==> src/rtl/seq_divider_pkg.sv <==
// Shared constants for the sequential restoring divider: default width,
// counter sizing and FSM state encoding.
package seq_divider_pkg;

  localparam int DIV_W = 4;

  function automatic int cnt_width(input int w);
    return $clog2(2 * w + 1);
  endfunction

  localparam int CNT_W = cnt_width(DIV_W);

  localparam logic [1:0] S_IDLE = 2'd0;
  localparam logic [1:0] S_CALC = 2'd1;
  localparam logic [1:0] S_FIN  = 2'd2;

endpackage

==> src/rtl/seq_divider_if.sv <==
// Request/result bundle of the divider. The requester drives start/a/b;
// the divider drives busy/done/q/r/div0.
interface seq_divider_if #(parameter int W = seq_divider_pkg::DIV_W);

  // Handshake: start is sampled on a rising edge only while busy=0. The divider
  // then raises busy until it finishes, and done pulses for exactly one cycle
  // with q/r/div0 valid. start may be held through the done cycle to chain the
  // next operation without an idle cycle.
  logic           start;
  logic [2*W-1:0] a;
  logic [W-1:0]   b;
  logic           busy;
  logic           done;
  logic [2*W-1:0] q;
  logic [W-1:0]   r;
  logic           div0;

  modport master (output start, a, b, input busy, done, q, r, div0);
  modport slave  (input start, a, b, output busy, done, q, r, div0);

endinterface

==> src/rtl/seq_divider_div_step.sv <==
// One restoring-division iteration: shift in the next dividend bit, subtract
// the divisor when it fits, and report the resulting quotient bit.
module div_step #(
  parameter int W = 4
) (
  input  logic [W:0]   p_i,
  input  logic         bit_i,
  input  logic [W-1:0] b_i,
  output logic [W:0]   p_next_o,
  output logic         qbit_o
);

  logic [W:0] p_sh;
  logic       unused_p_msb;

  // p never exceeds the divisor after a step, so its top bit is always shifted out.
  assign unused_p_msb = p_i[W];
  assign p_sh         = {p_i[W-1:0], bit_i};

  always_comb begin
    p_next_o = p_sh;
    qbit_o   = 1'b0;
    if (p_sh >= {1'b0, b_i}) begin
      p_next_o = p_sh - {1'b0, b_i};
      qbit_o   = 1'b1;
    end
  end

endmodule

==> src/rtl/seq_divider.sv <==
// Sequential restoring divider, 2W-bit dividend / W-bit divisor, one quotient
// bit per clock. Optional macro SEQ_DIVIDER_DIV0_EN adds a divide-by-zero fast path.
module seq_divider
  import seq_divider_pkg::*;
#(
  parameter int W = DIV_W
) (
  input  logic               clk_i,
  input  logic               rst_n_i,
  seq_divider_if.slave       bus,
  output logic [1:0]         state_o
);

  localparam int CW = cnt_width(W);
  localparam logic [CW-1:0] CNT_LAST = CW'(2 * W);

  logic [1:0]     state_q, state_d;
  logic [CW-1:0]  cnt_q, cnt_d;
  logic [2*W-1:0] aq_q, aq_d;
  logic [W:0]     p_q, p_d;
  logic [W-1:0]   b_q, b_d;
  logic [2*W-1:0] q_q, q_d;
  logic [W-1:0]   r_q, r_d;
  logic           div0_q, div0_d;
  logic [W:0]     p_step;
  logic           qbit;
  logic           accept;

  div_step #(.W(W)) u_step (
    .p_i      (p_q),
    .bit_i    (aq_q[2*W-1]),
    .b_i      (b_q),
    .p_next_o (p_step),
    .qbit_o   (qbit)
  );

  assign accept = bus.start && ((state_q == S_IDLE) || (state_q == S_FIN));

  // aq_q holds the dividend; it shifts out MSB-first while quotient bits fill
  // in from the LSB, so after 2W steps it holds the quotient.
  always_comb begin
    state_d = state_q;
    cnt_d   = cnt_q;
    aq_d    = aq_q;
    p_d     = p_q;
    b_d     = b_q;
    q_d     = q_q;
    r_d     = r_q;
    div0_d  = div0_q;
    case (state_q)
      S_CALC: begin
        if (cnt_q == CNT_LAST) begin
          state_d = S_FIN;
          q_d     = aq_q;
          r_d     = p_q[W-1:0];
`ifdef SEQ_DIVIDER_DIV0_EN
          div0_d  = (b_q == '0);
`endif
        end else begin
          aq_d  = {aq_q[2*W-2:0], qbit};
          p_d   = p_step;
          cnt_d = cnt_q + CW'(1);
        end
      end
      S_FIN:   state_d = S_IDLE;
      S_IDLE:  state_d = S_IDLE;
      default: state_d = S_IDLE;
    endcase
    if (accept) begin
      state_d = S_CALC;
      aq_d    = bus.a;
      p_d     = '0;
      b_d     = bus.b;
      cnt_d   = '0;
      div0_d  = 1'b0;
`ifdef SEQ_DIVIDER_DIV0_EN
      // Preload the natural zero-divisor result and commit on the next edge.
      if (bus.b == '0) begin
        aq_d  = '1;
        p_d   = {1'b0, bus.a[W-1:0]};
        cnt_d = CNT_LAST;
      end
`endif
    end
  end

  always_ff @(posedge clk_i or negedge rst_n_i) begin
    if (!rst_n_i) begin
      state_q <= S_IDLE;
      cnt_q   <= '0;
      aq_q    <= '0;
      p_q     <= '0;
      b_q     <= '0;
      q_q     <= '0;
      r_q     <= '0;
      div0_q  <= 1'b0;
    end else begin
      state_q <= state_d;
      cnt_q   <= cnt_d;
      aq_q    <= aq_d;
      p_q     <= p_d;
      b_q     <= b_d;
      q_q     <= q_d;
      r_q     <= r_d;
      div0_q  <= div0_d;
    end
  end

  assign bus.busy = (state_q == S_CALC);
  assign bus.done = (state_q == S_FIN);
  assign bus.q    = q_q;
  assign bus.r    = r_q;
  assign bus.div0 = div0_q;
  assign state_o  = state_q;

endmodule
==> src/flat_wrapper.sv <==
// flat-port wrapper written by rule: the top's interface ports become plain ports
module seq_divider_flat import seq_divider_pkg::*;
#(
  parameter int W = DIV_W
)
  (clk_i, rst_n_i, state_o, bus_start, bus_a, bus_b, bus_busy, bus_done, bus_q, bus_r, bus_div0);
  seq_divider_if #(.W(W)) bus_i ();
  input  logic clk_i;
  input  logic rst_n_i;
  output logic [1:0] state_o;
  input wire logic [$bits(bus_i.start)-1:0] bus_start;
  input wire logic [$bits(bus_i.a)-1:0] bus_a;
  input wire logic [$bits(bus_i.b)-1:0] bus_b;
  output wire logic [$bits(bus_i.busy)-1:0] bus_busy;
  output wire logic [$bits(bus_i.done)-1:0] bus_done;
  output wire logic [$bits(bus_i.q)-1:0] bus_q;
  output wire logic [$bits(bus_i.r)-1:0] bus_r;
  output wire logic [$bits(bus_i.div0)-1:0] bus_div0;
  assign bus_i.start = bus_start;
  assign bus_i.a = bus_a;
  assign bus_i.b = bus_b;
  assign bus_busy = bus_i.busy;
  assign bus_done = bus_i.done;
  assign bus_q = bus_i.q;
  assign bus_r = bus_i.r;
  assign bus_div0 = bus_i.div0;
  seq_divider #(.W(W)) u_core (.clk_i(clk_i), .rst_n_i(rst_n_i), .bus(bus_i), .state_o(state_o));
endmodule
==> config.mk <==
export PLATFORM = sky130hd
export DESIGN_NAME = seq_divider_flat
export DESIGN_NICKNAME = d
export VERILOG_FILES = /design/src/rtl/seq_divider_pkg.sv /design/src/rtl/seq_divider_if.sv /design/src/rtl/seq_divider_div_step.sv /design/src/rtl/seq_divider.sv /design/src/flat_wrapper.sv
export SDC_FILE = /design/constraint.sdc
export NUM_CORES = 1
export LEC_CHECK = 0
export CAP_MARGIN = 20
export CORE_MARGIN = 5
export CORE_UTILIZATION = 50
export CTS_CLUSTER_SIZE = 28
export DETAILED_ROUTE_END_ITERATION = 16
export GPL_TIMING_DRIVEN = 0
export PLACE_DENSITY = 0.74
export SLEW_MARGIN = 20
export SYNTH_ARGS = -nofsm -noshare
export SYNTH_HDL_FRONTEND = slang
export SYNTH_SLANG_ARGS = --single-unit
==> constraint.sdc <==
create_clock -name clk_i -period 2.5 [get_ports clk_i]
set_clock_uncertainty 0.15 [all_clocks]
set_input_delay 0.75 -clock clk_i [delete_from_list [all_inputs] [get_ports clk_i]]
set_output_delay 0.75 -clock clk_i [all_outputs]
set_load 0.01 [all_outputs]
Yosys cells after proc, flatten, opt, wreduce, memory -nomap -nowiden --
Cells that the tools add are included.
Word-level totals: flip-flop bits (word level) 34, latch bits 0, RAM bits 0, ROM bits 0, bits of input ports 15, memories kept 0
Cells by class: add/sub/neg operators 2, multipliers 0, div/mod/pow operators 0, magnitude comparators 1, equality and inequality tests 5, shift operators 0, muxes and demuxes 14, bitwise logic cells 0, reduce and logical (&&, ||, !) cells 6
Operators by type and width (count):
- two-way mux 4 bit | 7
- two-way mux 8 bit | 3
- two-way mux 2 bit | 3
- greater-or-equal comparator 5 x 4 -> 1 bit | 1
- adder 4 x 1 -> 4 bit, second input constant | 1
- equality test 4 bit, second input constant | 1
- AND reduction 2 bit | 2
- subtractor 4 bit | 1
- inequality test 3 x 1 -> 1 bit, second input constant | 1
- equality test 2 x 1 -> 1 bit, second input constant | 1
- equality test 2 bit, second input constant | 1
- zero test 2 bit | 1
- inequality test 2 x 1 -> 1 bit, second input constant | 1
- nonzero test 2 bit | 1
- logical AND 1 bit | 1
- logical OR 1 bit | 1
- two-way mux 1 bit | 1

Depth between registers and ports, before layout --
Gate-level depths: netlist (run 1).
depth after elaboration 5, gate-level depth with buffers 7, gate-level depth less buffers 6

Modules after synthesis --
A second synthesis (run 1) with hierarchy kept.
Unflattened totals: cell total of the unflattened synthesis 158, area total of the unflattened synthesis 1742.9 um^2
Modules (own cells, without submodules):
- seq_divider | instances 1, cells an instance 123, area each 1495.2 um^2
- div_step | instances 1, cells an instance 35, area each 247.7 um^2

Worst setup path after synthesis (run 1) --
Ideal clock, no wire load.
path type register -> register, start register u_core.cnt_q[0], end register u_core.q_q[0], in the netlist u_core.bus.q[0], setup time 125 ps, arrival 1544 ps, data required time 2225 ps, setup slack 681 ps, stages on the path, launching flop included 7, path buffers 1, period minus slack after synthesis 1819 ps, cell sequence dfrtp_1 > inv_1 > ha_1 > nand3b_4 > nor3b_2 > buf_4 > mux2_2
Between the ends: cells in the longest elaborated chain, start to end 2
Ends and longest elaborated chain:
- from (decl) | RTL line seq_divider.sv:18 | logic [CW-1:0] cnt_q, cnt_d;
- from (signal assigned) | RTL line seq_divider.sv:99 | cnt_q <= cnt_d;
- equality test 4 bit | RTL line seq_divider.sv:52 | if (cnt_q == CNT_LAST) begin
- AND reduction 2 bit (no source line)
- to (signal assigned) | RTL line seq_divider.sv:103 | q_q <= q_d;
- to (decl) | RTL line seq_divider.sv:22 | logic [2*W-1:0] q_q, q_d;
Every way passes these cells. A chain may end at the register's enable or synchronous reset.

Worst setup path in the final report (run 1) --
start register u_core.state_q[1], in the netlist u_core.state_o[1], end output bus_busy
Between the ends: cells in the longest elaborated chain, start to end 1
Ends and longest elaborated chain:
- from (decl) | RTL line seq_divider.sv:17 | logic [1:0] state_q, state_d;
- from (signal assigned) | RTL line seq_divider.sv:98 | state_q <= state_d;
- equality test 2 x 1 -> 1 bit | RTL line seq_divider.sv:109 | assign bus.busy = (state_q == S_CALC);
- to (decl) | RTL line flat_wrapper.sv:14 | output wire logic [$bits(bus_i.busy)-1:0] bus_busy;
Every way passes these cells.

==> results.py, run 1 <==
metrics = {
    "outcome": {
        "status": "completed",
    },
    "die": {
        "die_h_um": 66.5,
        "fp.dieArea_um2": 4420,
        "initial_core_util": 0.522,
        "io_pins": 32,
        "fp-row-count": 20,
        "coreArea_um2": 3050,
        "die_w_um": 66.5,
    },
    "clock_network": {
        "ctsHtreeMaxLevel": 2,
        "cts_tree": "yes",
        "clkTransAtPathRegs_ps": 100,
        "cts_buffers": 5,
        "clk_latency_ps": 330,
        "cts.sinks": 34,
        "cts_resized": 0,
        "ctsRootBufferMaster": "clkbuf_4",
        "cts_hold_buffers": 0,
        "cts_buffer_depth": 2,
    },
    "setup_path": {
        "crit_start": "u_core.state_o[1]",
        "reg2reg_depth": 6,
        "slowest_delay_ps": 550,
        "critPathKind": "reg -> out",
        "crit_chain": "nor2b_4, clkdlybuf4s50_1",
        "regToRegSetupSlack_ps": 460,
        "reg2reg_from": "u_core.cnt_q[0]",
        "r2r-end": "u_core.bus.r[3]",
        "path_max_fanout": 4,
        "worstPathArrival_ps": 1490,
        "critPathSlowestCell": "clkdlybuf4s50_1",
        "crit_required_ps": 1600,
        "cp.buffers_inverters": 1,
        "worstSetupPathDepth": 2,
        "crit_end": "bus_busy",
        "critPathLaunchType": "flip-flop",
        "cp_top_family": "buffers and inverters",
        "cp-end-kind": "output port",
    },
    "grt": {
        "antenna_found_initial": 0,
        "grt_max_degree": 30,
        "track_usage": 0.169,
        "overflow": 0,
        "grt_pass1_vias": 1239,
        "grt_pass1_wl_mm": 5.59,
    },
    "final_layout": {
        "final-instance-count-excl-fill": 226,
        "fin_nets": 204,
        "layout-drive-gt1-share": 0.170,
        "final_cell_mix": "34 x dfrtp_1, 29 x clkdlybuf4s50_1, 20 x nand2_1",
        "design_area_um2": 2030,
        "syn_to_final_growth_pct": 27.2,
        "n_antenna_cell": 0,
        "utilization": 0.664,
        "final_common_cell": "dfrtp_1",
    },
    "logic_synthesis": {
        "syn_area_per_cell_um2": 11.2,
        "ys.warnings.count": 0,
        "yosysSeqAreaShare": 0.534,
        "synthTopCellsByArea": "dfrtp_1 53%, mux2_2 8.5%, ha_1 4.7%, nand2_1 4.7%, a22oi_1 3.8%",
        "synth_area_um2": 1590,
        "yosysUniqueCellTypes": 34,
        "ys_ff_latch": 34,
        "synth_top_area_cell": "dfrtp_1",
        "synth_fp_nets": 164,
        "synthCells": 142,
        "netlist.area_leader.share": 0.534,
    },
    "sta": {
        "slew_headroom": 0.572,
        "finalHoldViolCount": 0,
        "rsz0062_at_grt": "no",
        "drv_slew": 0,
        "setup_viol": 0,
        "hold_slack_ps": 85.3,
        "fmax_mhz": 418,
        "setup_tns_ps": 0,
        "fin_crit_sh": 0.958,
        "fin_crit_ps": 2390,
        "finalWorstSetupSlack_ps": 105,
        "worstMarginPinSlew_ps": 643,
    },
    "placed_design": {
        "placed_cell_area_um2": 1960,
        "place_congestion": 0.807,
        "preCtsSetupSlack_ps": -53.5,
        "place_inst": 217,
        "dpl.hpwl_mm": 2.32,
        "place.port_buffers": 30,
    },
    "drt": {
        "ant_nets": 0,
        "wl_mm": 3.18,
        "drtPass1Iterations": 4,
        "vias_per_cell": 5.19,
        "wl_per_cell_um": 14.1,
        "drc": 0,
        "drtIter0Drc": 59,
        "vias": 1173,
    },
    "power": {
        "vdd_ir_drop_max_mv": 0.621,
        "p_per_area_nw_per_um2": 1300,
        "power_mw": 2.63,
        "p_leak_nw": 0.934,
    },
    "min_path": {
        "hold_path.class": "in -> async",
    },
    "job": {
        "cap_violations": 0,
    },
}
## worst reg2reg max path, stage by stage, from the launching register on
cell      delay (ps)
dfrtp_1          430
inv_1             80
ha_1             200
nand3b_4         120
nor3b_2          320
buf_4            270
mux2_2           360
## cell families after synthesis
group / synth area share
DFF: 0.534
adders and majority gates: 0.0597
muxes: 0.0848
buffers and inverters: 0.0432
other: 0.00235
and+or+nand+nor: 0.153
AOI/OAI and AO/OA: 0.101
xor gates and xnor gates: 0.0220
## worst min path at each step
stage | from | to | slack [ps] | depth (start not counted)
2_1_floorplan | rst_n_i | u_core.aq_q[0] | 300 | 0
6_report | rst_n_i | u_core.b_q[3] | 90 | 1
5_1_grt | rst_n_i | u_core.p_q[2] | 80 | 1
4_1_cts | rst_n_i | u_core.b_q[3] | 80 | 1
3_5_place_dp | u_core.b_q[0] | u_core.b_q[0] | 330 | 2
3_3_place_gp | u_core.aq_q[5] | u_core.aq_q[5] | 330 | 2
## repair_timing
action | 4_1_cts | 5_1_grt
setup endpoints to repair | 1 | 1
buffers inserted | 1 | 1
pin swaps | 0 | 0
endpoints found under the hold margin | 0 | 0
gates cloned | 0 | 0
## sequential cells by signal (all words and copies together) (netlist names)
register,cells
u_core.bus.r,4
u_core.p_q,4
u_core.b_q,4
u_core.cnt_q,4
u_core.aq_q,8
u_core.state_o,2
u_core.bus.q,8
## synthesized netlist by cell type
master,instances
o21a_1,1
or4_1,2
fa_1,1
nor3_1,1
xor2_1,3
nor2b_1,1
buf_2,1
o311ai_1,1
o21ai_0,6
nand3_1,5
nor2b_4,1
nor3b_2,1
a21oi_1,3
inv_1,8
nand2b_1,2
xnor2_1,1
nor2_1,7
a22oi_1,8
clkbuf_1,2
nand4_1,2
buf_4,2
dfrtp_1,34
and2b_1,1
o32ai_1,1
buf_6,1
nand3b_4,1
and2_1,1
nand2_2,1
o31ai_1,3
o311ai_0,1
ha_1,6
conb_1,1
mux2_2,12
nand2_1,20
## metal layers
layer,global-route usage,share of wire,vias to the layer above
li1,-,-,569
met1,0.219,0.47,570
met2,0.257,0.46,30
met3,0.0523,0.054,4
met4,0.0761,0.014,0
met5,0,0,-
## layout make-up
type                    instances  area, um2
plain buffers                   6       38.8
clock buffers                   5       37.5
clock inverters                 2       10.0
fillers                       267       1030
inverters                       8       30.0
multi-input cells              94        674
flip-flops and latches         34        851
well taps                      44       55.1
repair buffers                 33        330
## power by group
part | internal, mW | switching (mW) | total, mW
registers | 0.822 | 0.185 | 1.01
clock network | 0.101 | 0.176 | 0.277
logic | 0.696 | 0.652 | 1.35
No activity file was read; power rests on OpenSTA's default activity.
==> inputs of run 2 (changes only) <==
- CORE_UTILIZATION: 50 -> 35
- PLACE_DENSITY: 0.74 -> 0.54
- RECOVER_POWER: not set -> 100
==> results.py, run 2 (same netlist as run 1, synthesis figures left out) <==
metrics = {
    "setup_path": {
        "cp.buffers_inverters": 1,
        "worstPathArrival_ps": 1490,
        "critPathSlowestCell": "clkdlybuf4s50_1",
        "critPathLaunchType": "flip-flop",
        "reg2reg_from": "u_core.cnt_q[0]",
        "critPathKind": "reg -> out",
        "cp_top_family": "buffers and inverters",
        "crit_required_ps": 1600,
        "crit_chain": "nor2b_4, clkdlybuf4s50_1",
        "crit_start": "u_core.state_o[0]",
        "cp-end-kind": "output port",
        "slowest_delay_ps": 560,
        "path_max_fanout": 6,
    },
    "grt": {
        "use_met1": 0.174,
        "met2_usage": 0.162,
        "grt_pass1_vias": 1164,
        "antenna_found_initial": 0,
        "overflow": 0,
        "grt_pass1_wl_mm": 5.79,
        "track_usage": 0.121,
        "grtUsageMet3": 0.0405,
        "busiest_layer": "met1",
        "grt_max_degree": 26,
    },
    "sta": {
        "finalHoldViolCount": 0,
        "fin_crit_sh": 0.956,
        "slew_headroom": 0.273,
        "fin_crit_ps": 2390,
        "finalWorstSetupSlack_ps": 111,
        "fmax_mhz": 419,
        "hold_slack_ps": 273,
        "rsz0062_at_grt": "no",
        "drv_slew": 0,
        "setup_viol": 0,
        "setup_tns_ps": 0,
        "worstMarginPinSlew_ps": 1090,
    },
    "power": {
        "p_leak_nw": 0.943,
        "p_per_area_nw_per_um2": 1310,
        "vdd_ir_drop_max_mv": 0.609,
    },
    "die": {
        "coreArea_um2": 4380,
        "fp.dieArea_um2": 6000,
        "io_pins": 32,
        "die_w_um": 77.5,
        "fp-row-count": 24,
        "die_h_um": 77.5,
        "initial_core_util": 0.364,
    },
    "placed_design": {
        "dpl.hpwl_mm": 2.41,
        "place_congestion": 0.804,
        "place.port_buffers": 30,
        "placed_cell_area_um2": 1970,
        "preCtsSetupSlack_ps": -131,
    },
    "drt": {
        "wl_mm": 3.27,
        "drc": 0,
        "ant_nets": 0,
        "drtPass1Iterations": 4,
        "vias": 1165,
        "vias_per_cell": 5.00,
        "drtIter0Drc": 61,
        "wl_per_cell_um": 14.0,
    },
    "job": {
        "cap_violations": 0,
    },
    "min_path": {
        "hold_path.class": "in -> async",
    },
    "final_layout": {
        "design_area_um2": 2040,
        "fin_nets": 202,
        "final_cell_mix": "34 x dfrtp_1, 21 x nand2_1, 16 x dlygate4sd3_1",
        "n_antenna_cell": 0,
        "final_common_cell": "dfrtp_1",
        "layout-drive-gt1-share": 0.133,
        "utilization": 0.465,
        "syn_to_final_growth_pct": 27.8,
        "fill_cells": 412,
    },
    "outcome": {
        "status": "completed",
    },
    "clock_network": {
        "cts_hold_buffers": 0,
        "clkTransAtPathRegs_ps": 70,
        "ctsHtreeMaxLevel": 2,
        "ctsRootBufferMaster": "clkbuf_8",
        "cts_setup_buffers": 0,
        "cts.sinks": 34,
        "cts_buffers": 5,
        "clk_latency_ps": 280,
        "cts_resized": 0,
        "cts_tree": "yes",
        "cts_buffer_depth": 2,
    },
}
==> run 2: cell count changes in the layout (fill, tap and decap cells not counted), sizes merged <==
cell / before / now
clkbuf: 7 / 10
dlymetal6s2s: 0 / 1
clkinv: 2 / 1
dlygate4sd3: 0 / 16
buf: 8 / 4
clkdlybuf4s50: 29 / 13
==> run 2: power breakdown <==
group / leakage (nW) / internal [mW] / switching (mW)
Combinational: 0.476 / 0.624 / 0.640
Sequential: 0.419 / 0.824 / 0.176
Clock: 0.0482 / 0.222 / 0.192
==> run 2: through the flow <==
step	instances	power (mW)
floorplan	142	1.87
global route	233	2.93
CTS	233	2.79
finish	233	2.68
global placement	224	2.31
detailed placement	225	2.35
==> run 2: metal layers <==
metal  vias up  wire (um)
met5         -          0
met1       560       1630
met4         0         51
met2        29       1420
li1        570          -
met3         6        168
==> run 2: cell type report <==
type	count	area, um2	share of cell area
sequential	34	851	0.418
buffer	6	38.8	0.0190
clock buffer	7	86.3	0.0424
tap	52	65.1	0.0319
multi-input combinational	94	654	0.321
inverter	8	30.0	0.0147
timing repair buffer	31	307	0.150
clock inverter	1	5.00	0.00246
==> run 2: final timing paths <==
check	end	slack, ps	depth (start not counted)
worst min register to register	u_core.b_q[0]	350	2
worst min-delay path	u_core.b_q[0]	270	1
worst max-delay path	bus_busy	110	2
worst max register to register	u_core.bus.q[3]	210	6
max in group asynchronous	u_core.bus.q[5]	510	2
min in group clk_i	u_core.b_q[0]	350	2
==> inputs of run 3 (changes only) <==
- CORE_MARGIN: 5 -> not set
- CTS_CLUSTER_DIAMETER: not set -> 200
==> results.py, run 3 (same netlist as run 1, synthesis figures left out) <==
metrics = {
    "sta": {
        "hold_slack_ps": 323,
        "finalHoldViolCount": 0,
        "rsz0062_at_grt": "no",
        "drv_slew": 0,
        "fmax_mhz": 423,
        "setup_viol": 0,
        "fin_crit_sh": 0.946,
        "fin_crit_ps": 2360,
        "finalWorstSetupSlack_ps": 136,
        "worstMarginPinSlew_ps": 973,
        "slew_headroom": 0.351,
        "setup_tns_ps": 0,
    },
    "drt": {
        "wl_mm": 3.36,
        "vias_per_cell": 4.97,
        "drtPass1Iterations": 4,
        "wl_per_cell_um": 14.3,
        "ant_nets": 0,
        "drc": 0,
        "drtIter0Drc": 28,
        "vias": 1167,
    },
    "job": {
        "cap_violations": 0,
    },
    "grt": {
        "overflow": 0,
        "grt_pass1_wl_mm": 5.95,
        "grt_max_degree": 23,
        "grt_pass1_vias": 1238,
        "antenna_found_initial": 0,
        "track_usage": 0.159,
    },
    "final_layout": {
        "fill_cells": 389,
        "ff_latch_area_um2": 851,
        "final-instance-count-excl-fill": 235,
        "final_common_cell": "dfrtp_1",
        "multi_input_area_um2": 654,
        "layout-drive-gt1-share": 0.137,
        "utilization": 0.475,
        "syn_to_final_growth_pct": 29.7,
        "design_area_um2": 2070,
        "n_antenna_cell": 0,
        "final_cell_mix": "34 x dfrtp_1, 21 x nand2_1, 15 x dlygate4sd3_1",
        "fin_nets": 204,
    },
    "placed_design": {
        "dpl.hpwl_mm": 2.39,
        "placed_cell_area_um2": 1980,
        "place_congestion": 0.841,
        "place_inst": 225,
        "place.port_buffers": 30,
        "preCtsSetupSlack_ps": -141,
    },
    "die": {
        "fp-row-count": 24,
        "die_h_um": 69.5,
        "fp.dieArea_um2": 4830,
        "io_pins": 32,
        "initial_core_util": 0.366,
        "die_w_um": 69.5,
        "coreArea_um2": 4350,
    },
    "min_path": {
        "hold_path.class": "in -> async",
    },
    "setup_path": {
        "critPathKind": "reg -> out",
        "critPathLaunchType": "flip-flop",
        "crit_required_ps": 1600,
        "cp-end-kind": "output port",
        "path_max_fanout": 6,
        "worstPathArrival_ps": 1460,
    },
    "clock_network": {
        "ctsHtreeMaxLevel": 2,
        "clkTransAtPathRegs_ps": 70,
        "cts.sinks": 34,
        "cts_tree": "yes",
        "ctsRootBufferMaster": "clkbuf_8",
        "clk_latency_ps": 280,
        "cts_buffers": 5,
        "cts_buffer_depth": 2,
    },
    "power": {
        "vdd_ir_drop_max_mv": 0.605,
        "p_leak_nw": 0.956,
        "p_per_area_nw_per_um2": 1350,
        "power_mw": 2.80,
    },
    "outcome": {
        "status": "completed",
    },
}
## run 3: cell count changes in the layout (fill, tap and decap cells not counted)
cell / before / now
dlymetal6s2s_1: 1 / 0
bufinv_16: 0 / 1
dlygate4sd3_1: 16 / 15
buf_4: 2 / 4
clkbuf_8: 6 / 5
clkinv_2: 1 / 0
clkbuf_1: 4 / 5
clkdlybuf4s50_1: 13 / 14
dlymetal6s4s_1: 0 / 1
## run 3: area by class of cell
class | count | area share
Inverter | 8 | 0.0145
Timing Repair Buffer | 33 | 0.156
Buffer | 6 | 0.0188
Clock buffer | 7 | 0.0369
Multi-Input combinational cell | 94 | 0.317
Tap cell | 52 | 0.0315
Sequential cell | 34 | 0.412
Clock inverter | 1 | 0.0145
## run 3: path summary, 6_finish.rpt
path	endpoint	depth (start not counted)	from	slack [ps]
max	bus_busy	2	u_core.state_o[0]	140
min	u_core.cnt_q[0]	1	rst_n_i	320
max reg2reg	u_core.bus.q[3]	6	u_core.cnt_q[0]	190
min reg2reg	u_core.bus.q[2]	1	u_core.bus.q[2]	350
max in group asynchronous	u_core.bus.r[2]	2	rst_n_i	440
min in group clk_i	u_core.bus.q[2]	1	u_core.bus.q[2]	350
## run 3: repair_timing
item | 4_1_cts | 5_1_grt
setup endpoints to repair | 0 | 1
resized for setup | 0 | 0
setup buffers | 0 | 2
hold buffers | 0 | 0
## run 3: worst max-delay path: stages, from the launching register on
cell and delay (ps):
dfrtp_1 410, nor2b_4 210, clkdlybuf4s50_1 550
## run 3: power by group
group | internal (mW) | total, mW | switching (mW)
combinational | 0.646 | 1.31 | 0.660
clock | 0.298 | 0.489 | 0.191
sequential | 0.824 | 1.00 | 0.181
## run 3: routing by layer
metal / part of all wire / routed length (um) / vias up / global-route usage
met4: 0.011 / 36 / 0 / 0.0590
met3: 0.049 / 164 / 5 / 0.0509
met1: 0.47 / 1580 / 558 / 0.216
li1: - / - / 568 / -
met2: 0.47 / 1580 / 36 / 0.238
met5: 0 / 0 / - / 0
